--- config.mk ---
export PLATFORM = sky130hd
export DESIGN_NAME = plb_cache_responder_flat
export DESIGN_NICKNAME = d
export VERILOG_FILES = /design/src/rtl/plb_cache_responder_if.sv /design/src/rtl/plb_cache_responder.sv /design/src/flat_wrapper.sv
export SDC_FILE = /design/constraint.sdc
export NUM_CORES = 2
export LEC_CHECK = 0
export ABC_CLOCK_PERIOD_IN_PS = 11100
export CORE_UTILIZATION = 63
export CTS_BUF_LIST = sky130_fd_sc_hd__clkbuf_4
export CTS_CLUSTER_SIZE = 14
export DETAILED_ROUTE_END_ITERATION = 10
export PLACE_DENSITY = 0.84
export REMOVE_ABC_BUFFERS = 1
export SETUP_SLACK_MARGIN = 0.02
export SYNTH_ARGS = -nofsm -noshare
export SYNTH_HDL_FRONTEND = slang
export SYNTH_SLANG_ARGS = --single-unit
export TNS_END_PERCENT = 30
--- constraint.sdc ---
create_clock -name clk_i -period 11.1 [get_ports clk_i]
set_input_delay 2.22 -clock clk_i [delete_from_list [all_inputs] [get_ports clk_i]]
set_output_delay 2.22 -clock clk_i [all_outputs]
set_load 0.005 [all_outputs]
--- src/rtl/plb_cache_responder_if.sv ---
// rtl/plb_cache_responder_if.sv - PLB MEM/SRAM slave request/response bundle
// master: walker lookup stage (drives req/addr/wdata/we/be)
// slave : PLB storage (drives gnt/valid/rdata/error)
interface plb_cache_responder_if #(
    parameter int ADDR_WIDTH = 64,
    parameter int DATA_WIDTH = 64
);
    logic                      req;
    logic                      gnt;
    logic                      valid;
    logic [ADDR_WIDTH-1:0]     addr;
    logic [DATA_WIDTH-1:0]     rdata;
    logic [DATA_WIDTH-1:0]     wdata;
    logic                      we;
    logic [DATA_WIDTH/8-1:0]   be;
    logic                      error;

    modport master (
        output req, addr, wdata, we, be,
        input  gnt, valid, rdata, error
    );

    modport slave (
        input  req, addr, wdata, we, be,
        output gnt, valid, rdata, error
    );
endinterface

--- src/rtl/plb_cache_responder.sv ---
// rtl/plb_cache_responder.sv - fully-associative PLB entry store behind the PLB MEM slave port
// clk_i, rst_i   : clock, synchronous active-high reset
// plb_slave_mem  : request/response bundle (slave side); rdata all-zero means miss
// flush_i        : invalidate every entry, keep statistics
// hit_count_o    : saturating lookup-hit counter
// miss_count_o   : saturating lookup-miss counter
module plb_cache_responder #(
    parameter int NUM_ENTRIES = 8,
    parameter int DATA_WIDTH  = 64,
    parameter int ADDR_WIDTH  = 64,
    parameter int CNT_WIDTH   = 32
) (
    input  logic                     clk_i,
    input  logic                     rst_i,
    plb_cache_responder_if.slave     plb_slave_mem,
    input  logic                     flush_i,
    output logic [CNT_WIDTH-1:0]     hit_count_o,
    output logic [CNT_WIDTH-1:0]     miss_count_o
);
    localparam int IDX_W = $clog2(NUM_ENTRIES);
    localparam int BE_W  = DATA_WIDTH / 8;

    logic [NUM_ENTRIES-1:0] valid_q, valid_d;
    logic [ADDR_WIDTH-1:0]  tag_q  [NUM_ENTRIES];
    logic [ADDR_WIDTH-1:0]  tag_d  [NUM_ENTRIES];
    logic [DATA_WIDTH-1:0]  data_q [NUM_ENTRIES];
    logic [DATA_WIDTH-1:0]  data_d [NUM_ENTRIES];
    logic [IDX_W-1:0]       repl_ptr_q, repl_ptr_d;
    logic                   resp_valid_q, resp_valid_d;
    logic [DATA_WIDTH-1:0]  rdata_q, rdata_d;
    logic                   error_q, error_d;
    logic [CNT_WIDTH-1:0]   hit_cnt_q, hit_cnt_d;
    logic [CNT_WIDTH-1:0]   miss_cnt_q, miss_cnt_d;

    logic                   accept;
    logic                   hit;
    logic [IDX_W-1:0]       hit_idx;
    logic                   free;
    logic [IDX_W-1:0]       free_idx;
    logic [IDX_W-1:0]       alloc_idx;
    logic [DATA_WIDTH-1:0]  be_mask;
    logic [DATA_WIDTH-1:0]  wmasked;

    assign plb_slave_mem.gnt   = plb_slave_mem.req & ~flush_i & ~rst_i;
    assign plb_slave_mem.valid = resp_valid_q;
    assign plb_slave_mem.rdata = rdata_q;
    assign plb_slave_mem.error = error_q;
    assign hit_count_o         = hit_cnt_q;
    assign miss_count_o        = miss_cnt_q;

    assign accept  = plb_slave_mem.req & plb_slave_mem.gnt;
    assign wmasked = plb_slave_mem.wdata & be_mask;

    always_comb begin
        be_mask = '0;
        for (int b = 0; b < BE_W; b++) begin
            be_mask[b*8 +: 8] = {8{plb_slave_mem.be[b]}};
        end
    end

    // Fills never create a duplicate tag, so at most one entry matches.
    always_comb begin
        hit     = 1'b0;
        hit_idx = '0;
        for (int i = 0; i < NUM_ENTRIES; i++) begin
            if (valid_q[i] && tag_q[i] == plb_slave_mem.addr) begin
                hit     = 1'b1;
                hit_idx = IDX_W'(i);
            end
        end
    end

    // Scan downwards so the lowest-index invalid entry wins.
    always_comb begin
        free     = 1'b0;
        free_idx = '0;
        for (int i = NUM_ENTRIES - 1; i >= 0; i--) begin
            if (!valid_q[i]) begin
                free     = 1'b1;
                free_idx = IDX_W'(i);
            end
        end
    end

    assign alloc_idx = free ? free_idx : repl_ptr_q;

    always_comb begin
        valid_d      = valid_q;
        tag_d        = tag_q;
        data_d       = data_q;
        repl_ptr_d   = repl_ptr_q;
        resp_valid_d = accept;
        rdata_d      = rdata_q;
        error_d      = error_q;
        hit_cnt_d    = hit_cnt_q;
        miss_cnt_d   = miss_cnt_q;

        if (flush_i) begin
            valid_d    = '0;
            repl_ptr_d = '0;
        end else if (accept) begin
            if (plb_slave_mem.we) begin
                rdata_d = '0;
                // An all-zero entry would read back as a miss, so such fills are refused.
                error_d = (wmasked == '0);
                if (wmasked != '0) begin
                    if (hit) begin
                        data_d[hit_idx] = (data_q[hit_idx] & ~be_mask) | wmasked;
                    end else begin
                        valid_d[alloc_idx] = 1'b1;
                        tag_d[alloc_idx]   = plb_slave_mem.addr;
                        data_d[alloc_idx]  = wmasked;
                        if (!free) begin
                            repl_ptr_d = repl_ptr_q + IDX_W'(1);
                        end
                    end
                end
            end else begin
                error_d = 1'b0;
                if (hit) begin
                    rdata_d = data_q[hit_idx];
                    if (hit_cnt_q != '1) hit_cnt_d = hit_cnt_q + CNT_WIDTH'(1);
                end else begin
                    rdata_d = '0;
                    if (miss_cnt_q != '1) miss_cnt_d = miss_cnt_q + CNT_WIDTH'(1);
                end
            end
        end
    end

    always_ff @(posedge clk_i) begin
        if (rst_i) begin
            valid_q      <= '0;
            repl_ptr_q   <= '0;
            resp_valid_q <= 1'b0;
            rdata_q      <= '0;
            error_q      <= 1'b0;
            hit_cnt_q    <= '0;
            miss_cnt_q   <= '0;
        end else begin
            valid_q      <= valid_d;
            repl_ptr_q   <= repl_ptr_d;
            resp_valid_q <= resp_valid_d;
            rdata_q      <= rdata_d;
            error_q      <= error_d;
            hit_cnt_q    <= hit_cnt_d;
            miss_cnt_q   <= miss_cnt_d;
        end
    end

    // Tags and payloads are qualified by valid_q and need no reset.
    always_ff @(posedge clk_i) begin
        tag_q  <= tag_d;
        data_q <= data_d;
    end
endmodule

--- src/flat_wrapper.sv ---
// flat-port wrapper written by rule: the top's interface ports become plain ports
module plb_cache_responder_flat 
#(
    parameter int NUM_ENTRIES = 8,
    parameter int DATA_WIDTH  = 64,
    parameter int ADDR_WIDTH  = 64,
    parameter int CNT_WIDTH   = 32
)
  (clk_i, rst_i, flush_i, hit_count_o, miss_count_o, plb_slave_mem_req, plb_slave_mem_addr, plb_slave_mem_wdata, plb_slave_mem_we, plb_slave_mem_be, plb_slave_mem_gnt, plb_slave_mem_valid, plb_slave_mem_rdata, plb_slave_mem_error);
  plb_cache_responder_if #(.ADDR_WIDTH(ADDR_WIDTH), .DATA_WIDTH(DATA_WIDTH)) plb_slave_mem_i ();
  input  logic clk_i;
  input  logic rst_i;
  input  logic flush_i;
  output logic [CNT_WIDTH-1:0] hit_count_o;
  output logic [CNT_WIDTH-1:0] miss_count_o;
  input wire logic [$bits(plb_slave_mem_i.req)-1:0] plb_slave_mem_req;
  input wire logic [$bits(plb_slave_mem_i.addr)-1:0] plb_slave_mem_addr;
  input wire logic [$bits(plb_slave_mem_i.wdata)-1:0] plb_slave_mem_wdata;
  input wire logic [$bits(plb_slave_mem_i.we)-1:0] plb_slave_mem_we;
  input wire logic [$bits(plb_slave_mem_i.be)-1:0] plb_slave_mem_be;
  output wire logic [$bits(plb_slave_mem_i.gnt)-1:0] plb_slave_mem_gnt;
  output wire logic [$bits(plb_slave_mem_i.valid)-1:0] plb_slave_mem_valid;
  output wire logic [$bits(plb_slave_mem_i.rdata)-1:0] plb_slave_mem_rdata;
  output wire logic [$bits(plb_slave_mem_i.error)-1:0] plb_slave_mem_error;
  assign plb_slave_mem_i.req = plb_slave_mem_req;
  assign plb_slave_mem_i.addr = plb_slave_mem_addr;
  assign plb_slave_mem_i.wdata = plb_slave_mem_wdata;
  assign plb_slave_mem_i.we = plb_slave_mem_we;
  assign plb_slave_mem_i.be = plb_slave_mem_be;
  assign plb_slave_mem_gnt = plb_slave_mem_i.gnt;
  assign plb_slave_mem_valid = plb_slave_mem_i.valid;
  assign plb_slave_mem_rdata = plb_slave_mem_i.rdata;
  assign plb_slave_mem_error = plb_slave_mem_i.error;
  plb_cache_responder #(.NUM_ENTRIES(NUM_ENTRIES), .DATA_WIDTH(DATA_WIDTH), .ADDR_WIDTH(ADDR_WIDTH), .CNT_WIDTH(CNT_WIDTH)) u_core (.clk_i(clk_i), .rst_i(rst_i), .plb_slave_mem(plb_slave_mem_i), .flush_i(flush_i), .hit_count_o(hit_count_o), .miss_count_o(miss_count_o));
endmodule
==> metrics.cfg <==
[power]
power.internal_w=0.006942
cellPowerDensity_mw_per_mm2=146.9
switching_share=0.2294
ir_drop_v=0.0001183
power_frac_seq=0.527
clkPwrFrac=0.428
power.leakage_nw=19.87
p_comb_frac=0.046
p_sw_w=0.002066

[critical_path]
crit_chain=clkdlybuf4s50_1 > xor2_1 > nor4_1 > nand4_1 > or4_1 > nor2_1 > nand3_1 > nor2_4 > buf_4 > nor2_4 > buf_4 > nor2_4 > buf_4
critPathMaxFanout=64
path_buf_inv=4
worst_path_max_delay_cell=clkdlybuf4s50_1
crit_required_ps=11890
path_delay_family=buffers and inverters
worstPathArrival_ps=8430
start_kind=input port
critical-path-max-stage-delay_ps=1150
crit_path_end_kind=flop
worstSetupPathType=in2reg

[logic_synthesis]
synth_area_mm2=0.05394
yosysMostFrequentCell=edfxtp_1
yosysUniqueCellTypes=78
synthFlopType=edfxtp_1
netlist_instances=4111
yosys-top-cells-count=edfxtp_1 (1024), xnor2_1 (257), o2bb2ai_1 (256), nor2_1 (188), nand3_1 (186)
ys_seq_area_frac=0.6225
synth_top_area_share=0.5701
synth_edf_count=1024
yosys-top-cells-area=edfxtp_1 (57%), dfxtp_1 (5.2%), xnor2_1 (4.2%)
synth_area_per_cell_um2=13.12
ys_warn_count=0
synthArstFlopShare=0
synth-seq-cells=1165
synth_top_cell_by_area=edfxtp_1

[route]
route.vias.total=39720
avgRoutedWirePerCell_um=27.66
drc=0
wl_mm=161.5
antenna_left=0
via_per_inst=6.803
drt_iter0_drc=5136
dr.pass1.iters=7

[clock_network]
htreeDepth=5
clk_latency_ps=1250
ctsResizeCount=0
postCtsSetupRepairBufs=0
root_buffer=clkbuf_4
ctsLongestPathBuffers=4
clkTransAtPathRegs_ps=60
cts_tree=done
cts_hold_buf=0
clock-sinks=1165
cts_inserted_buffers=313

[cells_and_area]
synthToLayoutAreaGrowth_pct=13.66
nFillCells=5441
drive_above_1_share=0.1589
nets=4631
register_area_mm2=0.03357
final_cell_area_mm2=0.06130
multi_input_area_mm2=0.01882

[placed_design]
gp_congestion=0.9480
portBuffers=271
place_ws_ps=2446
placed_area_mm2=0.05736
dp_hpwl_mm=96.88

[global_route]
antenna_found_initial=4
grt_start_max_net_pins=128
grt_pass1_wl_mm=238.4
first_global_vias=38570
grt_usage=0.3706
grt_overflow=0

[outcome]
outcome=completed

[floorplanning]
fp.coreArea_mm2=0.08422
ios=272
fp-row-count=106
die_w_um=294.6
die_h_um=294.6
dieArea_mm2=0.08679
start_util=0.6404

[sta]
slew-limit-headroom=0.05281
worst_slew_pin_slew_ps=1416
timing.fmax_mhz=130.9
hold_viol_final=0
fin_worst_skew_ps=101.7
setup_violations=0
slew_violations=0
fin_crit_sh=0.6885
setup_slack_ps=3458
period_minus_slack_ps=7642
rsz0062_at_grt=no

[min_path]
worst_hold_path_type=reg2reg

[job]
cap_violations=0

==> worst paths after layout <==
kind,startpoint,end,slack [ps],cells past startpoint
max,plb_slave_mem_addr[15],u_core.data_q[371]$_DFFE_PP_,3460,13
min,u_core.plb_slave_mem.rdata[34]$_SDFFE_PP0P_,u_core.plb_slave_mem.rdata[34]$_SDFFE_PP0P_,480,1
max reg2reg,u_core.tag_q[29]$_DFFE_PP_,u_core.data_q[479]$_DFFE_PP_,5130,10
min reg2reg,u_core.plb_slave_mem.rdata[34]$_SDFFE_PP0P_,u_core.plb_slave_mem.rdata[34]$_SDFFE_PP0P_,480,1
==> layer usage <==
metal / track usage / share of wire / vias up
met2: 0.5884 / 0.47 / 3088
met1: 0.4762 / 0.35 / 19280
met5: 0 / 0.000080 / -
li1: - / - / 16860
met3: 0.08687 / 0.13 / 499
met4: 0.1923 / 0.048 / 2
==> cell families (layout without fill, tap and decap cells) <==
family                   count (synthesis)  in the layout  synth area share
AO/OA/AOI/OAI                          999            999            0.1452
XOR/XNOR                               433            433           0.07031
AND/OR/NAND/NOR                       1023           1023            0.1036
buffers and inverters                  354            938           0.03269
flip-flops                            1165           1165            0.6225
multiplexers                           134            134           0.02498
adder cells (fa/ha/maj)                  3              3         0.0006960
other                                    0             10                 0
==> registers in the layout (all words and copies together), names as in the netlist <==
register	flops
u_core.data_q	512
u_core.hit_count_o	32
u_core.miss_count_o	32
u_core.plb_slave_mem.error	1
u_core.plb_slave_mem.rdata	64
u_core.plb_slave_mem.valid	1
u_core.repl_ptr_q	3
u_core.tag_q	512
u_core.valid_q	8
==> power by group through the flow <==
| stage | clock (W) | sequential, W | combinational, W |
|---|---|---|---|
| 2_1_floorplan | 0 | 0.00484 | 0.000135 |
| 3_3_place_gp | 0 | 0.00484 | 0.000388 |
| 3_5_place_dp | 0 | 0.00484 | 0.000396 |
| 4_1_cts | 0.00387 | 0.00474 | 0.000399 |
| 5_1_grt | 0.00409 | 0.00474 | 0.000426 |
| 6_report | 0.00385 | 0.00474 | 0.000411 |
==> cells in the final DEF, fill, tap and decap left out, types with 13 or more instances in the layout <==
| cell type | Yosys | final |
|---|---|---|
| nand3_1 | 186 | 186 |
| a22o_1 | 65 | 65 |
| nand3b_1 | 66 | 66 |
| nor2b_1 | 59 | 59 |
| a21oi_1 | 31 | 31 |
| a2111oi_0 | 13 | 13 |
| edfxtp_1 | 1024 | 1024 |
| clkinv_1 | 0 | 33 |
| nor3_1 | 35 | 35 |
| a22oi_2 | 53 | 53 |
| o31ai_1 | 146 | 145 |
| or4_1 | 13 | 13 |
| o21ai_0 | 152 | 151 |
| clkdlybuf4s50_1 | 0 | 262 |
| o2111ai_1 | 20 | 20 |
| o21ai_2 | 50 | 50 |
| nor2_1 | 188 | 171 |
| nand2b_1 | 74 | 74 |
| or3_1 | 67 | 67 |
| xnor2_1 | 257 | 257 |
| clkbuf_4 | 0 | 467 |
| o21ai_1 | 60 | 59 |
| o2bb2ai_1 | 256 | 256 |
| mux2i_1 | 129 | 129 |
| and3_1 | 13 | 13 |
| o22ai_1 | 15 | 15 |
| o22a_1 | 59 | 59 |
| dfxtp_1 | 141 | 141 |
| inv_1 | 59 | 59 |
| nor2_4 | 0 | 17 |
| nor4_1 | 68 | 68 |
| nand2_1 | 117 | 115 |
| xor2_1 | 176 | 176 |
| buf_4 | 33 | 83 |
| nand4_1 | 82 | 82 |
==> layout make-up <==
| type | count | area share |
|---|---|---|
| Clock inverter | 56 | 0.006674 |
| Clock buffer | 467 | 0.05719 |
| Antenna cell | 10 | 0.0004082 |
| Tap cell | 1134 | 0.02314 |
| Inverter | 59 | 0.003613 |
| Timing Repair Buffer | 356 | 0.05433 |
| Sequential cell | 1165 | 0.5476 |
| Multi-Input combinational cell | 2592 | 0.3070 |
==> through the flow <==
| step | utilization | power, W | TNS [ps] | std cells | hold WS, ps |
|---|---|---|---|---|---|
| finish | 0.7279 | 0.009009 | 0 | 5839 | 480.5 |
| global placement | 0.6811 | 0.005226 | 0 | 5306 | 467.4 |
| detailed placement | 0.6811 | 0.005234 | 0 | 5306 | 469.1 |
| CTS | 0.7276 | 0.009010 | 0 | 5829 | 482.5 |
| global route | 0.7279 | 0.009259 | 0 | 5837 | 490.0 |
| floorplan | - | 0.004974 | -2413110 | 3816 | 449.5 |
No activity file was read; power rests on OpenSTA's default activity.
